===== src/rtl/rvb_simple_dispatch.sv =====
`default_nettype none
// ============================================================================
// Module   : rvb_simple_dispatch
// Brief    : Instruction feeder for rvb_simple. It classifies the opcode, folds
//            the immediate into rs2, and queues results in a 2-entry FIFO.
// Revision : 1.0 - initial release
// ============================================================================
module rvb_simple_dispatch #(
    parameter int XLEN = 32
) (
    input  logic            clock,
    input  logic            reset,
    input  logic            in_valid,
    output logic            in_ready,
    input  logic [31:0]     in_insn,
    input  logic [XLEN-1:0] in_rs1,
    input  logic [XLEN-1:0] in_rs2,
    input  logic [XLEN-1:0] in_rs3,
    output logic            out_valid,
    input  logic            out_ready,
    output logic [XLEN-1:0] out_rs1,
    output logic [XLEN-1:0] out_rs2,
    output logic [XLEN-1:0] out_rs3,
    output logic            out_insn3,
    output logic            out_insn5,
    output logic            out_insn12,
    output logic            out_insn13,
    output logic            out_insn14,
    output logic            out_insn25,
    output logic            out_insn26,
    output logic            out_insn27,
    output logic            out_insn30,
    output logic            err_valid,
    output logic [31:0]     err_insn,
    output logic [15:0]     err_count
);

    localparam int         c_ENTRY_W    = 3 * XLEN + 9;
    localparam logic [6:0] c_OPC_OP     = 7'b0110011;
    localparam logic [6:0] c_OPC_OPIMM  = 7'b0010011;
    localparam logic [6:0] c_OPC_OP32   = 7'b0111011;
    localparam logic [6:0] c_OPC_OPIMM32 = 7'b0011011;

    logic [c_ENTRY_W-1:0] r_mem [0:1];
    logic                 r_wptr;
    logic                 r_rptr;
    logic [1:0]           r_count;
    logic                 r_in_ready;
    logic                 r_err_valid;
    logic [31:0]          r_err_insn;
    logic [15:0]          r_err_count;

    logic [6:0]           w_opcode;
    logic                 w_supported;
    logic                 w_accept;
    logic                 w_push;
    logic                 w_drop;
    logic                 w_pop;
    logic                 w_out_valid;
    logic [XLEN-1:0]      w_imm;
    logic [XLEN-1:0]      w_rs2_eff;
    logic [c_ENTRY_W-1:0] w_wdata;
    logic [c_ENTRY_W-1:0] w_head;
    logic [1:0]           w_count_nxt;

    assign w_opcode    = in_insn[6:0];
    assign w_supported = (w_opcode == c_OPC_OP) || (w_opcode == c_OPC_OPIMM) ||
                         ((XLEN == 64) && ((w_opcode == c_OPC_OP32) ||
                                           (w_opcode == c_OPC_OPIMM32)));

    // A drop still consumes the handshake but never occupies a slot.
    assign w_accept    = in_valid && r_in_ready;
    assign w_push      = w_accept && w_supported;
    assign w_drop      = w_accept && !w_supported;
    assign w_out_valid = (r_count != 2'd0);
    assign w_pop       = w_out_valid && out_ready;

    assign w_imm     = {{(XLEN-12){in_insn[31]}}, in_insn[31:20]};
    assign w_rs2_eff = in_insn[5] ? in_rs2 : w_imm;
    assign w_wdata   = {in_rs1, w_rs2_eff, in_rs3,
                        in_insn[3],  in_insn[5],  in_insn[12],
                        in_insn[13], in_insn[14], in_insn[25],
                        in_insn[26], in_insn[27], in_insn[30]};

    always_comb begin
        w_count_nxt = r_count;
        if (w_push && !w_pop) begin
            w_count_nxt = r_count + 2'd1;
        end else if (!w_push && w_pop) begin
            w_count_nxt = r_count - 2'd1;
        end
    end

    always_ff @(posedge clock or posedge reset) begin
        if (reset) begin
            for (int i = 0; i < 2; i++) begin
                r_mem[i] <= '0;
            end
            r_wptr     <= 1'b0;
            r_rptr     <= 1'b0;
            r_count    <= 2'd0;
            r_in_ready <= 1'b0;
        end else begin
            if (w_push) begin
                r_mem[r_wptr] <= w_wdata;
                r_wptr        <= ~r_wptr;
            end
            if (w_pop) begin
                r_rptr <= ~r_rptr;
            end
            r_count    <= w_count_nxt;
            r_in_ready <= (w_count_nxt != 2'd2);
        end
    end

    always_ff @(posedge clock or posedge reset) begin
        if (reset) begin
            r_err_valid <= 1'b0;
            r_err_insn  <= 32'd0;
            r_err_count <= 16'd0;
        end else begin
            r_err_valid <= w_drop;
            if (w_drop) begin
                r_err_insn <= in_insn;
                if (r_err_count != 16'hFFFF) begin
                    r_err_count <= r_err_count + 16'd1;
                end
            end
        end
    end

    assign w_head     = r_mem[r_rptr];
    assign in_ready   = r_in_ready;
    assign out_valid  = w_out_valid;
    assign out_rs1    = w_head[3*XLEN+8 : 2*XLEN+9];
    assign out_rs2    = w_head[2*XLEN+8 : XLEN+9];
    assign out_rs3    = w_head[XLEN+8 : 9];
    assign out_insn3  = w_head[8];
    assign out_insn5  = w_head[7];
    assign out_insn12 = w_head[6];
    assign out_insn13 = w_head[5];
    assign out_insn14 = w_head[4];
    assign out_insn25 = w_head[3];
    assign out_insn26 = w_head[2];
    assign out_insn27 = w_head[1];
    assign out_insn30 = w_head[0];
    assign err_valid  = r_err_valid;
    assign err_insn   = r_err_insn;
    assign err_count  = r_err_count;

endmodule
`default_nettype wire


===== config.mk =====
export PLATFORM = sky130hd
export DESIGN_NAME = rvb_simple_dispatch
export DESIGN_NICKNAME = d
export VERILOG_FILES = /design/src/rtl/rvb_simple_dispatch.sv
export SDC_FILE = /design/constraint.sdc
export NUM_CORES = 1
export LEC_CHECK = 0
export CAP_MARGIN = 20
export CORE_MARGIN = 2
export CORE_UTILIZATION = 40
export CTS_BUF_LIST = sky130_fd_sc_hd__clkbuf_4 sky130_fd_sc_hd__clkbuf_8 sky130_fd_sc_hd__clkbuf_16
export DETAILED_ROUTE_END_ITERATION = 10
export PLACE_DENSITY_LB_ADDON = 0.12
export SKIP_CTS_REPAIR_TIMING = 1
export SYNTH_ARGS = -nofsm -noshare
export SYNTH_HDL_FRONTEND = slang
export SYNTH_SLANG_ARGS = --single-unit

===== constraint.sdc =====
create_clock -name clock -period 9.36 [get_ports clock]
set_input_delay 1.404 -clock clock [delete_from_list [all_inputs] [get_ports clock]]
set_output_delay 1.404 -clock clock [all_outputs]
set_load 0.02 [all_outputs]

==> results.toml, run 1 <==
[yosys]
yosys_warnings = 0
mappedNetlistNets = 1051
post_synth_inst_count = 917
post_synth_main_area_contributors = "dfrtp_1, mux2_2, nand2_1"
netlist-cell-type-count = 40
synthArstFlopShare = 1.000
synth_area_per_cell_um2 = 12.52
syn_std_cell_area_um2 = 11480
synth_sequential_area_ratio = 0.5753
synth_largest_area_cell = "dfrtp_1"
number_of_enable_type_register_cells_in_the_synthesized_netlist = 0
postSynth.topFlopCell = "dfrtp_1"
synth.most_common_cell = "dfrtp_1"
post_synth_most_frequent_cells = "dfrtp_1, mux2_2, nand2_1"
synth.ff_latch_count = 264
share_of_the_synthesized_area_in_the_top_cell_type = 0.5753

[power_and_ir_drop]
pwr-share-seq = 0.393
switching_share = 0.3069
power.density_cell_area_nw_per_um2 = 238.4
cell_internal_pwr_uw = 2588
power.share.combinational = 0.296
pwr-share-clk = 0.311
power.ir.vdd_worst_uv = 214.5
power.switching_uw = 1146
power_leakage_uw = 0.007320

[die]
rows = 62
die_area_um2 = 30080
boundaryPins = 288
initial_core_util = 0.4034
chipHeight_um = 173.4
floorplan.die.width_um = 173.4
design.core.area_um2 = 28470

[drt]
remaining_drc_errors = 0
number_of_drc_markers_after_the_initial_detailed_route_iteration = 296
routedWlPerCell_um = 17.54
total_detailed_routing_wirelength_um = 27970
router_iterations_before_antenna_repair = 4
post_drt_via_cell_ratio = 4.898
routed-via-count = 7807
detail-route-antenna-nets = 0

[placement]
hpwlAfterDp_um = 17830
portBuffers = 287
finalWeightedCongestion = 0.8011

[clocking]
maximum_number_of_buffers_from_clock_root_to_sink = 3
ctsHtreeMaxLevel = 1
clock-root-buffer = "clkbuf_16"
tritoncts_clock_tree = "built"
cts.sink_count = 264
numCtsBuffers = 31
clk_transition_reported_paths_ps = 60
clock_latency_ps = 540

[sta]
maxSlewHeadroom = 0.3122
timing.final.hold_violations = 0
min_period_ps = 4670
period_share = 0.4990
clock.fmax_mhz = 214.1
setup_skew_after_layout_ps = 11.00
setup_viol = 0
maxSlewViolCount = 0
whs_ps = 471.7
rsz_0062_raised_after_global_routing = "no"
totalNegativeSetupSlack_ps = 0
tightestPinTransition_ps = 1027

[critical_path]
path_max_fanout = 55
data_required_time_of_the_critical_path_ps = 7960
worst_setup_path_end_kind = "output pin"
worstPathArrival_ps = 3270
setup.reg_to_reg.worst_slack_ps = 6510
critPathLaunchType = "flip-flop"
critPathKind = "flip-flop to output pin"

[global_routing]
antenna_found_initial = 3
grt_remaining_overflow = 0
groute.usage.overall = 0.1830
grt_max_degree = 174
number_of_global_route_vias_before_repair = 7998
global_route_wire_length_before_repair_um = 44660

[outcome]
result_of_the_run = "finished clean"

[layout]
register_area_um2 = 6610
final_util = 0.5502
multiInputGateArea_um2 = 4573
nets = 1317
num-fill-cells = 2492
layout-drive-gt1-share = 0.2651
syn2layout_area_growth_pct = 36.41

[run]
max-cap-violations = 0

[worst_hold_path]
min_path_type = "flip-flop to flip-flop"
-- kinds of logic after synthesis --
kind of cell	count (synthesis)	synth area share
xor+xnor	15	0.01144
compound gates	102	0.04979
mux	266	0.2593
simple gates	200	0.07409
buf+inv	68	0.02789
flops	264	0.5753
fa+ha+maj	2	0.002179
-- registers in the layout, summed over array words and instances, names as in the netlist --
signal     cells
r_rptr         1
in_ready       1
r_mem        210
r_wptr         1
r_count        2
err_valid      1
err_insn      32
err_count     16
-- worst max-delay path: stages (launching register included) --
cell	delay [ps]
dfrtp_4	920
buf_4	770
mux2_2	410
clkdlybuf4s50_1	610
-- metal layers --
layer	routed length (um)	share of wire	GRT usage
met1	12710	0.45	0.2514
met2	12630	0.45	0.2872
met3	1830	0.065	0.04825
met4	780	0.028	0.05155
met5	15	0.00054	0
-- cell type report --
class	count	area share
antenna	3	0.0004792
clock inverter	15	0.007109
clock buffer	42	0.05719
sequential	264	0.4220
inverter	5	0.001677
multi-input combinational	585	0.2919
timing repair buffer	296	0.1890
tap	384	0.03067
-- cell usage in the layout (no fill, tap or decap), drive strengths merged, types with 10 or more instances in the layout --
| master | n |
|---|---|
| buf | 10 |
| xnor2 | 10 |
| clkbuf | 42 |
| nor2 | 33 |
| mux2i | 14 |
| mux2 | 252 |
| clkinv | 11 |
| a21oi | 54 |
| clkdlybuf4s50 | 286 |
| dfrtp | 264 |
| nand2 | 133 |
| o21ai | 34 |
-- path summary, 6_finish.rpt --
| check | cells after the start | start | endpoint |
|---|---|---|---|
| max | 3 | r_rptr | out_insn26 |
| min | 2 | r_mem[60] | r_mem[60] |
| max reg2reg | 5 | in_ready | r_mem[123] |
| min reg2reg | 2 | r_mem[60] | r_mem[60] |
| max in group asynchronous | 3 | reset | r_mem[144] |
| min in group asynchronous | 2 | reset | err_insn[4] |
-- power groups by stage --
stage                     Sequential (uW)  Clock, uW  Combinational [uW]
after floorplan                      1490          0                 599
after global routing                 1500       1250                1180
final                                1470       1160                1100
after CTS                            1470       1200                1120
after detailed placement             1490          0                1110
after global placement               1490          0                1100
-- metrics by stage --
stage / cell area, um2 / instances / worst slack [ps] / power (uW)
final: 15670 / 1594 / 4690 / 3734
after global routing: 15660 / 1593 / 4518 / 3923
after CTS: 15640 / 1590 / 4566 / 3786
after detailed placement: 14630 / 1533 / 4894 / 2598
after global placement: 14630 / 1533 / 4924 / 2589
after floorplan: 11480 / 917 / 687.4 / 2093
No activity file was read; power rests on OpenSTA's default activity.
==> run 2: changes to the inputs <==
==> constraint.sdc (replaced) <==
create_clock -name clock -period 4.6 [get_ports clock]
set_input_delay 0.69 -clock clock [delete_from_list [all_inputs] [get_ports clock]]
set_output_delay 0.69 -clock clock [all_outputs]
set_load 0.02 [all_outputs]
==> run 2 against run 1 <==
Effect of this change: count of clock-buffer cells in the layout up 2; cell count shrank 0.50%; global-route usage decreased by 0.16 points; sequential share of layout area increased by 0.15 points; combinational power increased by 110%; wire length fell by 1.9%; power rose by 100%; via count down 0.81%; design area is 0.35% lower; critical endpoint is now out_rs2[6]; largest cell class unchanged.
==> results.toml, run 2 (synthesis gave the netlist of run 1 again) <==
[placement]
portBuffers = 287
hpwlAfterDp_um = 17820
finalWeightedCongestion = 0.7577

[power_and_ir_drop]
power.density_cell_area_nw_per_um2 = 478.6
switching_share = 0.3042
power_leakage_uw = 0.007297
pwr-share-clk = 0.299
power.switching_uw = 2273
pwr-share-seq = 0.397
cell_internal_pwr_uw = 5198
power.total_uw = 7471
power.ir.vdd_worst_uv = 302.4
power.share.combinational = 0.304

[sta]
clock.fmax_mhz = 279.2
period_share = 0.7787
timing.final.hold_violations = 0
totalNegativeSetupSlack_ps = 0
tightestPinTransition_ps = 923.2
min_period_ps = 3582
setup_viol = 0
setup_skew_after_layout_ps = 14.51
rsz_0062_raised_after_global_routing = "no"
maxSlewHeadroom = 0.3845
maxSlewViolCount = 0

[die]
boundaryPins = 288
die_area_um2 = 30080
rows = 62
floorplan.die.width_um = 173.4
chipHeight_um = 173.4
initial_core_util = 0.4034
design.core.area_um2 = 28470

[drt]
router_iterations_before_antenna_repair = 4
number_of_drc_markers_after_the_initial_detailed_route_iteration = 413
routed-via-count = 7744
total_detailed_routing_wirelength_um = 27430
detail-route-antenna-nets = 0
post_drt_via_cell_ratio = 4.883
routedWlPerCell_um = 17.30
remaining_drc_errors = 0

[clocking]
ctsHtreeMaxLevel = 1
clock_latency_ps = 540
clock-root-buffer = "clkbuf_16"
cts.sink_count = 264
tritoncts_clock_tree = "built"
numCtsBuffers = 29
maximum_number_of_buffers_from_clock_root_to_sink = 3
clk_transition_reported_paths_ps = 60

[layout]
nets = 1318
layout.cells.most_common_list = "clkdlybuf4s50_1, dfrtp_1, mux2_2, nand2_1, a21oi_1"
insertedDiodeCount = 0
registers.top_by_ff_count = "r_mem"
multiInputGateArea_um2 = 4563
number_of_flip_flops_under_the_largest_register_name = 210
num-fill-cells = 2492
syn2layout_area_growth_pct = 35.93
layout-drive-gt1-share = 0.2612
layout.cells.most_common = "clkdlybuf4s50_1"
register_area_um2 = 6610

[worst_hold_path]
min_path_type = "flip-flop to flip-flop"

[global_routing]
grt_remaining_overflow = 0
number_of_global_route_vias_before_repair = 8125
grt_max_degree = 110
global_route_wire_length_before_repair_um = 44770
antenna_found_initial = 1
groute.usage.overall = 0.1814

[critical_path]
worst_setup_path_end_kind = "output pin"
worstPathArrival_ps = 2890
cp_cell_sequence = "buf_4, mux2_2, clkdlybuf4s50_1"
crit_slowest_cell = "dfrtp_4"
critPathLaunchType = "flip-flop"
data_required_time_of_the_critical_path_ps = 3910
critPathKind = "flip-flop to output pin"
crit_path_max_incr_delay_ps = 860
path_max_fanout = 44

[outcome]
result_of_the_run = "finished clean"

[run]
max-cap-violations = 0
[run 2: changes by cell type in the layout (fill, tap and decap cells not counted), sizes merged]
cell | before | now
diode | 3 | 0
inv | 5 | 4
clkinvlp | 3 | 1
clkbuf | 42 | 44
clkinv | 11 | 4
buf | 10 | 13
[run 2: power groups by stage]
stage	clock [uW]	combinational, uW	sequential (uW)
after floorplan	0	1220	3040
after global placement	0	2290	3000
after detailed placement	0	2290	3010
after CTS	2310	2310	2970
after global routing	2400	2440	3030
final	2230	2270	2970
[run 2: layout make-up]
cell class              count  share of cell area
flip-flops and latches    264              0.4235
multi-input cells         585              0.2923
repair buffers            299              0.1935
clock buffers              44             0.05531
well taps                 384             0.03078
clock inverters             5            0.003206
inverters                   5            0.001443
[run 2: metrics by stage]
stage,hold slack [ps],cell area (um2),worst slack [ps],utilization,cells
6_report,469.4,15610,1018,0.5483,1586
5_1_grt,493.5,15610,889.1,0.5483,1586
4_1_cts,476.3,15610,958.3,0.5483,1586
3_5_place_dp,461.1,14700,1025,0.5162,1537
3_3_place_gp,456.1,14700,1029,0.5162,1537
2_1_floorplan,444.4,11490,426.5,-,917
[run 2: final timing paths]
kind / to / start / depth (start not counted) / slack [ps]
max: out_rs2[6] / r_rptr / 3 / 1020
min: err_insn[10] / err_insn[10] / 2 / 470
max reg2reg: r_mem[0] / in_ready / 5 / 1840
min reg2reg: err_insn[10] / err_insn[10] / 2 / 470
max in group asynchronous: r_mem[126] / reset / 3 / 3100
min in group asynchronous: r_mem[53] / reset / 2 / 550
[run 2: routing by layer]
metal,part of all wire,routed length [um],vias up,global-route usage
met1,0.44,12130,3792,0.2462
met2,0.46,12730,194,0.2907
met3,0.068,1862,43,0.04561
li1,-,-,3713,-
met4,0.025,693,2,0.04908
met5,0.00036,10,-,0
[run 2: critical path: cells and delay by family, from the launching register on]
family | cells | cell delay [ps]
buffers and inverters | 2 | 1090
DFF | 1 | 860
muxes | 1 | 390
==> run 3: changes to the inputs <==
==> constraint.sdc (replaced) <==
create_clock -name clock -period 3.2 [get_ports clock]
set_input_delay 0.48 -clock clock [delete_from_list [all_inputs] [get_ports clock]]
set_output_delay 0.48 -clock clock [all_outputs]
set_load 0.02 [all_outputs]
==> run 3 against run 2 <==
Effect of this change: cell count up 1.1%; wire length up 1.1%; clock power up 57%; non-clock buffer count up 12; design area up 1.8%; sequential share of layout area down 0.74 points; critical endpoint is now out_rs3[0].
==> results.toml, run 3 (synthesis gave the netlist of run 1 again) <==
[global_routing]
number_of_global_route_vias_before_repair = 8121
global_route_wire_length_before_repair_um = 44990
grt_max_degree = 77
grt_remaining_overflow = 0
grt_use_met2 = 0.2880
groute.usage.overall = 0.1828
m1_gr_usage = 0.2529
busiest_layer = "met2"
antenna_found_initial = 0
use_met3 = 0.04978

[sta]
rsz_0062_raised_after_global_routing = "no"
maxSlewHeadroom = 0.5471
maxSlewViolCount = 0
tightestPinTransition_ps = 677.4
period_share = 0.8734
finalWorstSetupSlack_ps = 405.0
min_period_ps = 2795
clock.fmax_mhz = 357.8
timing.final.hold_violations = 0
setup_viol = 0
setup_skew_after_layout_ps = 18.22

[layout]
layout.cells.most_common_list = "clkdlybuf4s50_1, dfrtp_1, mux2_2, nand2_1, a21oi_1"
layout-drive-gt1-share = 0.2721
layoutNonFillerInstCount = 1604
registers.top_by_ff_count = "r_mem"
nets = 1332
syn2layout_area_growth_pct = 38.34
insertedDiodeCount = 0
layout.cells.most_common = "clkdlybuf4s50_1"
number_of_flip_flops_under_the_largest_register_name = 210
final_util = 0.5580

[clocking]
ctsHtreeMaxLevel = 1
maximum_number_of_buffers_from_clock_root_to_sink = 3
cts.sink_count = 264
clock_latency_ps = 550
numCtsBuffers = 31
clock-root-buffer = "clkbuf_16"
clk_transition_reported_paths_ps = 60
tritoncts_clock_tree = "built"

[die]
floorplan.die.width_um = 173.4
design.core.area_um2 = 28470
chipHeight_um = 173.4
rows = 62
die_area_um2 = 30080
initial_core_util = 0.4034
boundaryPins = 288

[critical_path]
worst_setup_path_end_kind = "output pin"
cp_cell_sequence = "buf_12, mux2_2, clkdlybuf4s50_1"
worstPathArrival_ps = 2310
critPathLaunchType = "flip-flop"
path_max_fanout = 57
data_required_time_of_the_critical_path_ps = 2720
crit_slowest_cell = "clkdlybuf4s50_1"
critPathKind = "flip-flop to output pin"
crit_path_max_incr_delay_ps = 570

[drt]
remaining_drc_errors = 0
post_drt_via_cell_ratio = 4.892
total_detailed_routing_wirelength_um = 27740
number_of_drc_markers_after_the_initial_detailed_route_iteration = 384
routedWlPerCell_um = 17.30
routed-via-count = 7847
detail-route-antenna-nets = 0
router_iterations_before_antenna_repair = 4

[outcome]
result_of_the_run = "finished clean"

[power_and_ir_drop]
switching_share = 0.3004
pwr-share-seq = 0.376
pwr-share-clk = 0.316
power.share.combinational = 0.308
power.total_uw = 11060
cell_internal_pwr_uw = 7737
power.density_cell_area_nw_per_um2 = 696.2
power.ir.vdd_worst_uv = 594.5
power_leakage_uw = 0.007436
power.switching_uw = 3322

[placement]
portBuffers = 287
hpwlAfterDp_um = 18520
placed_cells_incl_taps = 1549
detailedPlace.worstSlack_ps = 457.7
finalWeightedCongestion = 0.7609

[run]
max-cap-violations = 0

[worst_hold_path]
min_path_type = "input port to asynchronous set/reset pin"
[run 3: cell types whose count changed in the layout (fill, tap and decap cells not counted), sizes merged]
cell      previous run  this run
buf                 13        25
clkbuf              44        50
clkinv               4         2
clkinvlp             1         2
inv                  4         5
[run 3: final timing paths]
| kind | start | to | slack (ps) | cells after the start |
|---|---|---|---|---|
| max | r_rptr | out_rs3[0] | 410 | 3 |
| min | reset | r_mem[147] | 340 | 2 |
| max reg2reg | in_ready | r_mem[16] | 1070 | 4 |
| min reg2reg | r_mem[45] | r_mem[45] | 470 | 2 |
| max in group asynchronous | reset | r_mem[76] | 1990 | 4 |
| min in group clock | in_insn[9] | err_insn[9] | 450 | 3 |
[run 3: per-stage QoR]
step	hold WS [ps]	instance area, um2	setup TNS, ps
after CTS	317.6	15890	0
after global placement	455.5	14850	0
after detailed placement	461.9	14850	0
final	337.6	15890	0
after global routing	361.9	15890	0
after floorplan	444.4	11490	-201570
[run 3: layer usage]
| layer | routed length (um) | vias to the layer above | share of wire |
|---|---|---|---|
| met5 | 0 | - | 0 |
| met4 | 534 | 0 | 0.019 |
| met3 | 1928 | 33 | 0.069 |
| met2 | 12710 | 200 | 0.46 |
| met1 | 12570 | 3869 | 0.45 |
| li1 | - | 3745 | - |
[run 3: critical path: cells and delay by family, from the launching register on]
family	cells	cell delay, ps
buffers and inverters	2	860
muxes	1	390
DFF	1	440
[run 3: layout make-up]
type                       instances  area, um2
multi-input combinational        585       4563
clock inverter                     5      56.30
fill                            2489      12580
tap                              384      480.5
inverter                           5      22.52
sequential                       264       6610
clock buffer                      50      980.9
timing repair buffer             311       3173
[run 3: power groups by stage]
stage / logic (uW) / registers (uW) / clock network [uW]
finish: 3410 / 4160 / 3490
global route: 3650 / 4230 / 3740
CTS: 3470 / 4160 / 3610
detailed placement: 3450 / 4210 / 0
global placement: 3440 / 4190 / 0
floorplan: 1750 / 4370 / 0
